--- src/rtl/data_table_ram.sv ---
// ---------------------------------------------------------------------------
// data_table_ram
//   Responder end of the hash-table data interface. Owns the table RAM
//   (2**A_WIDTH entries of DATA_W bits) and serves one read and one write per
//   cycle. Reads have a fixed latency of RD_LATENCY cycles, are fully pipelined
//   and are write-first against a same-cycle write to the same address. A clear
//   sweep zeroes every entry after reset (INIT_ON_RESET=1) or on clear_i.
//
// Ports
//   clk_i          clock, rising edge
//   rst_i          asynchronous active-high reset
//   dt_rd_addr_i   read address
//   dt_rd_en_i     read request (accepted every cycle, also during a sweep)
//   dt_wr_addr_i   write address
//   dt_wr_data_i   write data
//   dt_wr_en_i     write request (dropped during a sweep)
//   dt_rd_data_o   read result; holds the last result while rd_valid_o is low
//   clear_i        start a clear sweep (sampled only when ready)
//   rd_valid_o     dt_rd_data_o carries a read result this cycle
//   init_done_o    table is ready for use
// ---------------------------------------------------------------------------
module data_table_ram #(
    parameter int unsigned RD_LATENCY    = 2,     // legal 1..4
    parameter bit          INIT_ON_RESET = 1'b1,
    parameter int unsigned A_WIDTH       = 4,
    parameter int unsigned DATA_W        = 32
) (
    input  logic              clk_i,
    input  logic              rst_i,
    input  logic [A_WIDTH-1:0] dt_rd_addr_i,
    input  logic              dt_rd_en_i,
    input  logic [A_WIDTH-1:0] dt_wr_addr_i,
    input  logic [DATA_W-1:0] dt_wr_data_i,
    input  logic              dt_wr_en_i,
    output logic [DATA_W-1:0] dt_rd_data_o,
    input  logic              clear_i,
    output logic              rd_valid_o,
    output logic              init_done_o
);

    localparam int unsigned Depth = 2 ** A_WIDTH;
    // Sweep counter is one bit wider so the terminal compare never sees a wrap.
    localparam logic [A_WIDTH:0] ClrLast = (A_WIDTH + 1)'(Depth - 1);

    typedef enum logic [0:0] {
        StClear,
        StReady
    } state_e;

    state_e             state_q;
    logic [A_WIDTH:0]   clr_addr_q;
    logic               init_done_q;

    logic [DATA_W-1:0]  mem [Depth];

    logic               mem_we;
    logic [A_WIDTH-1:0] mem_waddr;
    logic [DATA_W-1:0]  mem_wdata;
    logic [DATA_W-1:0]  rd_cap_data;

    logic [RD_LATENCY-1:0][DATA_W-1:0] pipe_data_q;
    logic [RD_LATENCY-1:0]             pipe_vld_q;

    // ------------------------------------------------------------------
    // Control FSM: sweep counter and ready flag live in the same block.
    // ------------------------------------------------------------------
    always_ff @(posedge clk_i or posedge rst_i) begin
        if (rst_i) begin
            state_q     <= INIT_ON_RESET ? StClear : StReady;
            clr_addr_q  <= '0;
            init_done_q <= ~INIT_ON_RESET;
        end else begin
            unique case (state_q)
                StClear: begin
                    clr_addr_q <= clr_addr_q + (A_WIDTH + 1)'(1);
                    if (clr_addr_q == ClrLast) begin
                        state_q     <= StReady;
                        init_done_q <= 1'b1;
                    end
                end
                StReady: begin
                    if (clear_i) begin
                        state_q     <= StClear;
                        clr_addr_q  <= '0;
                        init_done_q <= 1'b0;
                    end
                end
                default: begin
                    state_q <= StReady;
                end
            endcase
        end
    end

    // ------------------------------------------------------------------
    // Write port: the sweep owns the port while clearing, user writes drop.
    // ------------------------------------------------------------------
    always_comb begin
        mem_we    = dt_wr_en_i;
        mem_waddr = dt_wr_addr_i;
        mem_wdata = dt_wr_data_i;
        if (state_q == StClear) begin
            mem_we    = 1'b1;
            mem_waddr = clr_addr_q[A_WIDTH-1:0];
            mem_wdata = '0;
        end
    end

    always_ff @(posedge clk_i) begin
        if (mem_we) begin
            mem[mem_waddr] <= mem_wdata;
        end
    end

    // ------------------------------------------------------------------
    // Read capture at issue: reads during a sweep return zero; a same-cycle
    // write to the same address is forwarded (write-first).
    // ------------------------------------------------------------------
    always_comb begin
        rd_cap_data = mem[dt_rd_addr_i];
        if (state_q == StClear) begin
            rd_cap_data = '0;
        end else if (dt_wr_en_i && (dt_wr_addr_i == dt_rd_addr_i)) begin
            rd_cap_data = dt_wr_data_i;
        end
    end

    // Data stages load only behind a valid, so the last stage holds the most
    // recent result while no read is completing.
    always_ff @(posedge clk_i or posedge rst_i) begin
        if (rst_i) begin
            pipe_data_q <= '0;
            pipe_vld_q  <= '0;
        end else begin
            pipe_vld_q[0] <= dt_rd_en_i;
            if (dt_rd_en_i) begin
                pipe_data_q[0] <= rd_cap_data;
            end
            for (int i = 1; i < int'(RD_LATENCY); i++) begin
                pipe_vld_q[i] <= pipe_vld_q[i-1];
                if (pipe_vld_q[i-1]) begin
                    pipe_data_q[i] <= pipe_data_q[i-1];
                end
            end
        end
    end

    assign dt_rd_data_o = pipe_data_q[RD_LATENCY-1];
    assign rd_valid_o   = pipe_vld_q[RD_LATENCY-1];
    assign init_done_o  = init_done_q;

endmodule
--- config.mk ---
export PLATFORM = sky130hd
export DESIGN_NAME = data_table_ram
export DESIGN_NICKNAME = d
export VERILOG_FILES = /design/src/rtl/data_table_ram.sv
export SDC_FILE = /design/constraint.sdc
export NUM_CORES = 1
export LEC_CHECK = 0
export CORE_MARGIN = 1.5
export CORE_UTILIZATION = 30
export DETAILED_ROUTE_END_ITERATION = 7
export PLACE_DENSITY = 0.47
export SYNTH_ARGS = -nofsm -noshare
export SYNTH_HDL_FRONTEND = slang
export SYNTH_SLANG_ARGS = --single-unit
--- constraint.sdc ---
create_clock -name clk_i -period 3.9 [get_ports clk_i]
set_clock_uncertainty 0.15 [all_clocks]
set_input_delay 0.78 -clock clk_i [delete_from_list [all_inputs] [get_ports clk_i]]
set_output_delay 0.78 -clock clk_i [all_outputs]
set_load 0.005 [all_outputs]
==> impl_metrics.tcl <==
set metrics [dict create \
    vdd_drop_max_mv 0.333 \
    seq_area_frac_synth 0.747 \
    layout.nets 1238 \
    antenna_found_initial 2 \
    syn_area_per_cell_um2 20.8 \
    slew_viol_final 0 \
    gp_congestion 0.688 \
    synth_area_leaders "edfxtp_1, mux4_2, dfrtp_1" \
    netlist_area_um2 23000 \
    totalWireLength_um 55100 \
    cp-start-kind "register" \
    row_count 101 \
    hpwl_um 28300 \
    cp-end-kind "register" \
    setup_tns_ns 0 \
    stdcell_area_um2 27100 \
    syn_nets 1154 \
    slew_headroom 0.287 \
    first_iter_violations 809 \
    cap_violations 0 \
    postPlaceCellArea_um2 25100 \
    finalCritPeriodShare 0.689 \
    antenna_left 0 \
    utilization 0.356 \
    run_status "complete, no violations" \
    dieArea_um2 78500 \
    grt_first_pass_wirelength_um 81700 \
    syn_inst 1107 \
    vias_per_cell 4.85 \
    cts_tree "built" \
    ys_seq_elements 585 \
    hp-class "reg -> reg" \
    cts_setup_buffers 0 \
    globalRouteMet1Util 0.198 \
    portBuffers 78 \
    drive_gt1_frac 0.203 \
    crit_type "reg -> reg" \
    leakage_nw 9.25 \
    cp.arrival_ns 2.78 \
    grt_max_degree 74 \
    cts-resized-gates 0 \
    via_count 11000 \
    die_w_um 280 \
    drc 0 \
    yosys.area.top_type "edfxtp_1" \
    area_delta_synth_final_pct 17.5 \
    critical_path_required_ns 3.99 \
    grt_overflow 0 \
    globalRouteMet2Util 0.231 \
    gr-max-usage-layer "met2" \
    grt_pass1_vias 11700 \
    clk_pin_slew_ns 0.06 \
    critPathMaxFanout 37 \
    avgRoutedWirePerCell_um 24.3 \
    hold_buffers 0 \
    tightest_slew_ns 1.06 \
    initial_core_util 0.303 \
    dr.pass1.iters 5 \
    clock.fmax_ghz 0.372 \
    core_area_um2 75900 \
    htreeDepth 2 \
    grt_usage 0.143 \
    boundaryPins 79 \
    p_per_area_nw_per_um2 620 \
    totalPowerFinal_mw 16.8 \
    die_y_um 280 \
    diodes 0 \
    cts_inserted_buffers 60 \
    synth_top_area_frac 0.667 \
    cts.sinks 585 \
    synth_cell_type_count 42 \
    final_hold_viol_count 0 \
    rsz0062_at_grt "no" \
    met3_usage 0.0318 \
    clockBufferDepth 3 \
    min_period_ns 2.69 \
    insertion_delay_ns 0.62 \
    setup_viol 0 \
    cts_root_buffer "clkbuf_16" \
    ys_warn_count 0 \
]
-- layout by cell type, fill, tap and decap left out, types with 4 or more instances in the layout --
cell and count:
a221o_1 32, clkinv_1 8, bufinv_16 4, mux2_1 30, nor2_1 6, buf_4 19
clkinv_2 12, edfxtp_1 512, nand2_1 37, nor2_4 17, a22oi_1 63, and2_1 32
nor2b_1 34, clkbuf_1 18, dfrtp_1 71, clkbuf_8 8, buf_12 22, mux4_1 36
mux4_2 92, clkdlybuf4s50_1 75, clkbuf_16 62, inv_1 6
-- metrics by stage --
| stage | worst slack, ns | instances | hold slack [ns] |
|---|---|---|---|
| floorplan | 0.778 | 1107 | 0.202 |
| global placement | 0.629 | 2159 | 0.316 |
| detailed placement | 0.605 | 2159 | 0.321 |
| CTS | 1.18 | 2273 | 0.342 |
| global route | 1.01 | 2273 | 0.360 |
| finish | 1.21 | 2273 | 0.333 |
-- critical path, stage by stage, from the launching register on --
cell and delay (ns):
dfrtp_2 0.82, a41oi_1 0.60, nor2_4 0.23, buf_4 0.50
-- report_power, final --
| part | internal, mW | switching [mW] | total [mW] |
|---|---|---|---|
| Sequential | 8.20 | 0.286 | 8.48 |
| Clock | 3.31 | 2.35 | 5.65 |
| Combinational | 0.925 | 1.72 | 2.65 |
| Total | 12.4 | 4.36 | 16.8 |
-- final timing paths --
path | from | end | slack [ns] | cells after the start
worst min-delay path | dt_rd_data_o[29]$_DFFE_PP0P_ | dt_rd_data_o[29]$_DFFE_PP0P_ | 0.33 | 1
worst max register to register | state_q$_DFF_PP0_ | mem[12][11]$_DFFE_PP_ | 1.21 | 3
worst min register to register | dt_rd_data_o[29]$_DFFE_PP0P_ | dt_rd_data_o[29]$_DFFE_PP0P_ | 0.33 | 1
worst max-delay path | state_q$_DFF_PP0_ | mem[12][11]$_DFFE_PP_ | 1.21 | 3
max in group asynchronous | rst_i | pipe_data_q[18]$_DFFE_PP0P_ | 2.71 | 3
min in group asynchronous | rst_i | dt_rd_data_o[1]$_DFFE_PP0P_ | 0.48 | 3
-- final cells by class --
cell class / count / area [um2]
flip-flops and latches: 585 / 17200
well taps: 1030 / 1290
inverters: 7 / 28.8
fillers: 7025 / 48900
clock inverters: 27 / 236
multi-input cells: 419 / 5250
repair buffers: 118 / 1350
clock buffers: 87 / 1720
-- state kept, by name, summed over array words and instances, names as in the netlist --
signal and cells:
clr_addr_q 5, dt_rd_data_o 32, init_done_o 1, mem 512, pipe_data_q 32, pipe_vld_q 2, state_q 1
-- layer usage --
metal / routed length (um) / vias to the layer above / part of all wire
met5: 12 / - / 0.00022
met4: 800 / 2 / 0.015
met3: 2890 / 57 / 0.052
met2: 26400 / 236 / 0.48
met1: 25000 / 6000 / 0.45
li1: - / 4725 / -
-- cell usage after synthesis (all sizes together) --
library cell and instances:
edfxtp 512, mux4 128, dfrtp 73, a22oi 64, buf 53, clkbuf 43
nand2 37, nor2b 36, and2 33, a221o 32, mux2 32, nor2 23
inv 7, a31oi 4, nor3 3, o21ai 3, o22ai 3, xor2 3
a21oi 2, a32oi 2, ha 2, a21o 1, a22o 1, a41oi 1
and2b 1, and3 1, and4b 1, nand2b 1, nand3 1, nor3b 1
o31ai 1, o32a 1, xnor2 1
-- kinds of logic after synthesis --
group | Yosys count | synth area share
compound gates | 115 | 0.0406
flops | 585 | 0.747
buf+inv | 103 | 0.0326
fa+ha+maj | 2 | 0.00109
mux | 160 | 0.147
xor+xnor | 4 | 0.00152
simple gates | 138 | 0.0311
(Power assumes the default switching activity.)
